$ cat config.mk
export PLATFORM = sky130hd
export DESIGN_NAME = mc_ctrl
export DESIGN_NICKNAME = d
export VERILOG_FILES = /design/src/rtl/mc_ctrl_pkg.sv /design/src/rtl/mc_decode.sv /design/src/rtl/mc_ctrl.sv
export SDC_FILE = /design/constraint.sdc
export NUM_CORES = 1
export LEC_CHECK = 0
export ABC_CLOCK_PERIOD_IN_PS = 1700
export BUFFER_PORTS_ARGS = -buffer_cell sky130_fd_sc_hd__buf_2
export CORE_MARGIN = 8
export CORE_UTILIZATION = 45
export DETAILED_ROUTE_END_ITERATION = 6
export PLACE_DENSITY = 0.74
export REMOVE_ABC_BUFFERS = 1
export SYNTH_ARGS = -nofsm -noshare
export SYNTH_HDL_FRONTEND = slang
export SYNTH_HIERARCHICAL = 1
export SYNTH_SLANG_ARGS = --single-unit
$ cat constraint.sdc
create_clock -name clk -period 1.7 [get_ports clk]
set_input_delay 0.085 -clock clk [delete_from_list [all_inputs] [get_ports clk]]
set_output_delay 0.085 -clock clk [all_outputs]
set_load 0.01 [all_outputs]
$ cat src/rtl/mc_ctrl_pkg.sv
// ============================================================================
// Module : mc_pkg
// Brief  : State, opcode/funct and control-field encodings for mc_ctrl.
// Rev    : 1.0  initial release
// ============================================================================
`default_nettype none

package mc_pkg;

    localparam logic [2:0] S_IF  = 3'd0;
    localparam logic [2:0] S_ID  = 3'd1;
    localparam logic [2:0] S_EX  = 3'd2;
    localparam logic [2:0] S_MEM = 3'd3;
    localparam logic [2:0] S_WB  = 3'd4;

    localparam logic [5:0] OP_RTYPE = 6'h00;
    localparam logic [5:0] OP_J     = 6'h02;
    localparam logic [5:0] OP_JAL   = 6'h03;
    localparam logic [5:0] OP_BEQ   = 6'h04;
    localparam logic [5:0] OP_ORI   = 6'h0d;
    localparam logic [5:0] OP_LUI   = 6'h0f;
    localparam logic [5:0] OP_LW    = 6'h23;
    localparam logic [5:0] OP_SW    = 6'h2b;

    localparam logic [5:0] FN_JR    = 6'h08;
    localparam logic [5:0] FN_ADDU  = 6'h21;
    localparam logic [5:0] FN_SUBU  = 6'h23;

    localparam logic [1:0] EOP_SIGN = 2'b00;
    localparam logic [1:0] EOP_ZERO = 2'b01;
    localparam logic [1:0] EOP_LUI  = 2'b10;
    localparam logic [1:0] EOP_BR   = 2'b11;

    localparam logic [1:0] NPC_PC4  = 2'b00;
    localparam logic [1:0] NPC_BR   = 2'b01;
    localparam logic [1:0] NPC_JMP  = 2'b10;
    localparam logic [1:0] NPC_JR   = 2'b11;

    localparam logic [1:0] ALUOP_ADD = 2'b00;
    localparam logic [1:0] ALUOP_SUB = 2'b01;
    localparam logic [1:0] ALUOP_OR  = 2'b10;

    localparam logic [1:0] WD_ALU   = 2'b00;
    localparam logic [1:0] WD_DM    = 2'b01;
    localparam logic [1:0] WD_PC4   = 2'b10;

    localparam logic [1:0] RDST_RT  = 2'b00;
    localparam logic [1:0] RDST_RD  = 2'b01;
    localparam logic [1:0] RDST_RA  = 2'b10;

    // One-hot instruction class; all-zero means undecodable.
    typedef struct packed {
        logic addu;
        logic subu;
        logic ori;
        logic lui;
        logic lw;
        logic sw;
        logic beq;
        logic j;
        logic jal;
        logic jr;
    } ins_t;

endpackage

`default_nettype wire

$ cat src/rtl/mc_decode.sv
// ============================================================================
// Module : mc_decode
// Brief  : Combinational op/funct decoder to one-hot instruction class.
// Rev    : 1.0  initial release
// ============================================================================
`default_nettype none

module mc_decode
    import mc_pkg::*;
(
    input  logic [5:0] op,
    input  logic [5:0] funct,
    output ins_t       ins,
    output logic       illegal
);

    always_comb begin
        ins = '0;
        case (op)
            OP_RTYPE: begin
                case (funct)
                    FN_ADDU: ins.addu = 1'b1;
                    FN_SUBU: ins.subu = 1'b1;
                    FN_JR:   ins.jr   = 1'b1;
                    default: ins      = '0;
                endcase
            end
            OP_ORI:  ins.ori = 1'b1;
            OP_LUI:  ins.lui = 1'b1;
            OP_LW:   ins.lw  = 1'b1;
            OP_SW:   ins.sw  = 1'b1;
            OP_BEQ:  ins.beq = 1'b1;
            OP_J:    ins.j   = 1'b1;
            OP_JAL:  ins.jal = 1'b1;
            default: ins     = '0;
        endcase
        illegal = (ins == '0);
    end

endmodule

`default_nettype wire

$ cat src/rtl/mc_ctrl.sv
// ============================================================================
// Module : mc_ctrl
// Brief  : Multi-cycle IF/ID/EX/MEM/WB control FSM for the MIPS-subset datapath.
//          Optional cycle counter output enabled by macro MC_CTRL_PERF_EN.
// Rev    : 1.0  initial release
// ============================================================================
`default_nettype none

module mc_ctrl
    import mc_pkg::*;
#(
    parameter int CNT_W = 32
) (
    input  logic             clk,
    input  logic             rst_n,
    input  logic             run,
    input  logic [5:0]       op,
    input  logic [5:0]       funct,
    input  logic             zero,
    input  logic             mem_ready,
    output logic             pc_we,
    output logic [1:0]       npc_sel,
    output logic             ir_we,
    output logic [1:0]       eop,
    output logic [1:0]       alu_op,
    output logic             alu_src,
    output logic             reg_we,
    output logic [1:0]       reg_dst,
    output logic [1:0]       wd_sel,
    output logic             mem_re,
    output logic             mem_we,
    output logic             illegal,
    output logic [CNT_W-1:0] retired
`ifdef MC_CTRL_PERF_EN
    ,
    output logic [CNT_W-1:0] cycles
`endif
);

    logic [2:0] r_state;
    logic [2:0] w_state_nxt;
    logic       w_retire;
    logic       w_dec_illegal;
    logic       w_fetch;
    ins_t       w_ins;

    mc_decode u_decode (
        .op      (op),
        .funct   (funct),
        .ins     (w_ins),
        .illegal (w_dec_illegal)
    );

    // Gating fetch with rst_n keeps every strobe low while reset is held.
    assign w_fetch = run & rst_n;

    always_comb begin
        w_state_nxt = r_state;
        w_retire    = 1'b0;
        pc_we       = 1'b0;
        npc_sel     = NPC_PC4;
        ir_we       = 1'b0;
        eop         = EOP_SIGN;
        alu_op      = ALUOP_ADD;
        alu_src     = 1'b0;
        reg_we      = 1'b0;
        reg_dst     = RDST_RT;
        wd_sel      = WD_ALU;
        mem_re      = 1'b0;
        mem_we      = 1'b0;
        illegal     = 1'b0;
        case (r_state)
            S_IF: begin
                if (w_fetch) begin
                    ir_we       = 1'b1;
                    pc_we       = 1'b1;
                    w_state_nxt = S_ID;
                end
            end
            S_ID: begin
                if (w_ins.j || w_ins.jal) begin
                    pc_we       = 1'b1;
                    npc_sel     = NPC_JMP;
                    w_state_nxt = S_IF;
                    w_retire    = 1'b1;
                    if (w_ins.jal) begin
                        reg_we  = 1'b1;
                        reg_dst = RDST_RA;
                        wd_sel  = WD_PC4;
                    end
                end else if (w_ins.jr) begin
                    pc_we       = 1'b1;
                    npc_sel     = NPC_JR;
                    w_state_nxt = S_IF;
                    w_retire    = 1'b1;
                end else if (w_dec_illegal) begin
                    illegal     = 1'b1;
                    w_state_nxt = S_IF;
                end else begin
                    w_state_nxt = S_EX;
                end
            end
            S_EX: begin
                if (w_ins.addu || w_ins.subu) begin
                    alu_op      = w_ins.subu ? ALUOP_SUB : ALUOP_ADD;
                    w_state_nxt = S_WB;
                end else if (w_ins.ori || w_ins.lui) begin
                    eop         = w_ins.lui ? EOP_LUI : EOP_ZERO;
                    alu_op      = ALUOP_OR;
                    alu_src     = 1'b1;
                    w_state_nxt = S_WB;
                end else if (w_ins.lw || w_ins.sw) begin
                    alu_src     = 1'b1;
                    w_state_nxt = S_MEM;
                end else begin
                    eop         = EOP_BR;
                    alu_op      = ALUOP_SUB;
                    pc_we       = zero;
                    npc_sel     = NPC_BR;
                    w_state_nxt = S_IF;
                    w_retire    = 1'b1;
                end
            end
            S_MEM: begin
                alu_src = 1'b1;
                mem_re  = w_ins.lw;
                mem_we  = w_ins.sw;
                if (mem_ready) begin
                    w_state_nxt = w_ins.sw ? S_IF : S_WB;
                    w_retire    = w_ins.sw;
                end
            end
            S_WB: begin
                reg_we      = 1'b1;
                reg_dst     = (w_ins.addu || w_ins.subu) ? RDST_RD : RDST_RT;
                wd_sel      = w_ins.lw ? WD_DM : WD_ALU;
                w_state_nxt = S_IF;
                w_retire    = 1'b1;
            end
            default: w_state_nxt = S_IF;
        endcase
    end

    always_ff @(posedge clk or negedge rst_n) begin
        if (!rst_n) begin
            r_state <= S_IF;
            retired <= '0;
        end else begin
            r_state <= w_state_nxt;
            if (w_retire) begin
                retired <= retired + CNT_W'(1);
            end
        end
    end

`ifdef MC_CTRL_PERF_EN
    always_ff @(posedge clk or negedge rst_n) begin
        if (!rst_n) begin
            cycles <= '0;
        end else if (r_state != S_IF || run) begin
            cycles <= cycles + CNT_W'(1);
        end
    end
`endif

endmodule

`default_nettype wire

==> flow_summary_export.csv <==
group,metric,value,unit
outcome,status,"finished with violations",
outcome,violations,"setup timing",
setup_path,path_delay_family,"simple AND/OR/NAND/NOR gates",
cts,clk_pin_slew,0.07,ns
timing,fmax,470,MHz
final_layout,fill_cells,275,
timing,period_minus_slack,2.13,ns
timing,slew_headroom,0.698,
global_routing,grt_usage,0.211,
synth,synthesis.instances,227,
final_layout,nets,384,
setup_path,setup.worst_path.end_class,"output port",
global_routing,grt_max_degree,36,
routing,postRouteAntennaNets,0,
power_and_ir_drop,ir_worst_vdd,0.442,mV
cts,cts_made_buffers,5,
power_and_ir_drop,leakagePower,0.00182,µW
die,initial_utilization,0.456,
final_layout,n_antenna_cell,0,
power_and_ir_drop,power.internal,1470,µW
worst_hold_path,min_path_type,"input port to flop",
timing,finalMaxSlewViolations,0,
setup_path,crit_chain,"buf_6 > or4_4 > or3_4 > nor3b_4 > or3_4 > nor3b_4 > buf_6 > a211o_1 > buf_2",
placement,dp_slack,-0.732,ns
timing,timing.final.ws_setup,-0.426,ns
synth,syn_avg_cell_area,9.30,µm²
placement,finalWeightedCongestion,0.915,
setup_path,crit_arrival,2.04,ns
routing,viasPerCell,5.86,
power_and_ir_drop,power.share.switching,0.279,
setup_path,cpMaxStageDelayCell,"or4_4",
routing,vias,2467,
power_and_ir_drop,p_per_area,576,nW/µm²
timing,setup_violations,43,
final_layout,final_layout_size_suffix_gt1_frac,0.540,
die,fp.coreArea,4630,µm²
timing,rsz0062_at_grt,"true",
power_and_ir_drop,combPwrFrac,0.169,
global_routing,grt_pass1_wl,12300,µm
routing,routed_wl,7950,µm
die,fp.dieH,84.5,µm
power_and_ir_drop,power.switching,569,µW
timing,finClkSkew,0.0104,ns
routing,wl_per_cell,18.9,µm
run,maxCapViolCount,0,
setup_path,timing.rr.start,"r_state[0]",
power_and_ir_drop,p_seq_frac,0.454,
placement,numPortBuffers,65,
cts,clock_sinks,35,
timing,finalHoldViolCount,0,
timing,fin_setup_tns,-13.56,ns
global_routing,antenna_found_initial,0,
routing,first_iter_violations,343,
cts,root_buffer,"clkbuf_8",
setup_path,startpoint,"op[5]",
timing,period_share,1.25,
cts,cts_tree,"yes",
cts,cts-htree-levels,2,
synth,syn_area,2110,µm²
setup_path,worstPathBufferInverterCount,3,
final_layout,fin_cells,421,
final_layout,areaGrowthSynthToFinish,68.0,%
final_layout,seq_area,876,µm²
setup_path,required,1.62,ns
cts,clk_latency,0.30,ns
power_and_ir_drop,pwr-share-clk,0.377,
routing,drc_errors,0,
setup_path,max_stage_delay,0.53,ns
setup_path,worst-path-max-fanout,3,
placement,place_inst,404,
cts,cts_buffer_depth,2,
setup_path,startpoint_type,"input port",
worst_hold_path,hp-start,"run",
die,rows,25,
routing,drtPass1Iterations,4,
global_routing,grt_overflow,0,
die,ioPinCount,66,
timing,worstMarginPinSlew,0.449,ns
synth,yosys_warnings,6,
global_routing,grt_pass1_vias,2652,
die,die_x,84.5,µm
final_layout,multi_input_area,1500,µm²
placement,dp.final_hpwl,5000,µm
die,dieArea,7140,µm²
setup_path,worstSetupPathType,"input port to output port",
metal layers:
layer	GRT usage	vias up	wire length (µm)
li1	-	1109	-
met1	0.237	1210	3110
met2	0.362	125	3970
met3	0.0556	23	598
met4	0.102	0	266
met5	0	-	0
cell type report:
class,count,share of cell area
clock buffers,5,0.0194
clock inverters,3,0.0124
inverters,3,0.00318
multi-input cells,179,0.423
flip-flops and latches,35,0.247
well taps,54,0.0191
repair buffers,142,0.276
state kept, by name, indices dropped and copies added, names as in the netlist:
signal	flops
r_state	3
retired	32
tightest hold or removal path: stages:
cell	delay, ns
buf_2	0.09
nand3_1	0.10
a31oi_1	0.08
power by group through the flow:
stage	Combinational [µW]	Clock (µW)	Sequential, µW
2_1_floorplan	102	0	943
3_3_place_gp	289	0	928
3_5_place_dp	291	0	932
4_1_cts	332	755	924
5_1_grt	370	798	930
6_report	345	771	927
worst paths after layout:
check | slack [ns] | endpoint | depth (start not counted)
min in group asynchronous | 0.41 | retired[26] | 3
worst min-delay path | 0.09 | r_state[0] | 3
max in group asynchronous | 0.96 | retired[30] | 3
worst max register to register | -0.26 | retired[23] | 7
worst min register to register | 0.49 | retired[21] | 1
worst max-delay path | -0.43 | pc_we | 9
cells in the final DEF, fill, tap and decap left out, types with 3 or more instances in the layout:
master    instances
inv_1             3
nand3_2           8
xor2_1           11
buf_2            61
nor3b_4           3
xnor2_2           5
nor2_1           17
dfrtp_1          35
and3_1           10
nand4_1          17
buf_4            69
xnor2_1          15
nor3_1            5
nand3b_1          4
nand2_1          12
nand2b_1          5
nor4_4            3
clkbuf_8          5
nor2b_1           3
nand3_1           8
buf_6             9
nor3_2            3
nor3_4            7
metrics by stage:
step	util	cell area [µm²]	power [µW]	hold slack, ns
2_1_floorplan	-	2050	1040	-0.211
3_3_place_gp	0.641	2970	1220	0.198
3_5_place_dp	0.641	2970	1220	0.207
4_1_cts	0.741	3430	2010	0.0773
5_1_grt	0.766	3550	2100	0.0977
6_report	0.766	3550	2040	0.0865
timing repair:
action                                  CTS  global route
hold buffers                              1             0
gates cloned                              2             0
pin swaps                                19            19
gates resized for setup                  53            19
endpoints found under the hold margin    35             0
endpoints found under the setup margin   42            47
setup buffers                             5             1
Note: power is estimated with default switching activity, not from simulation.
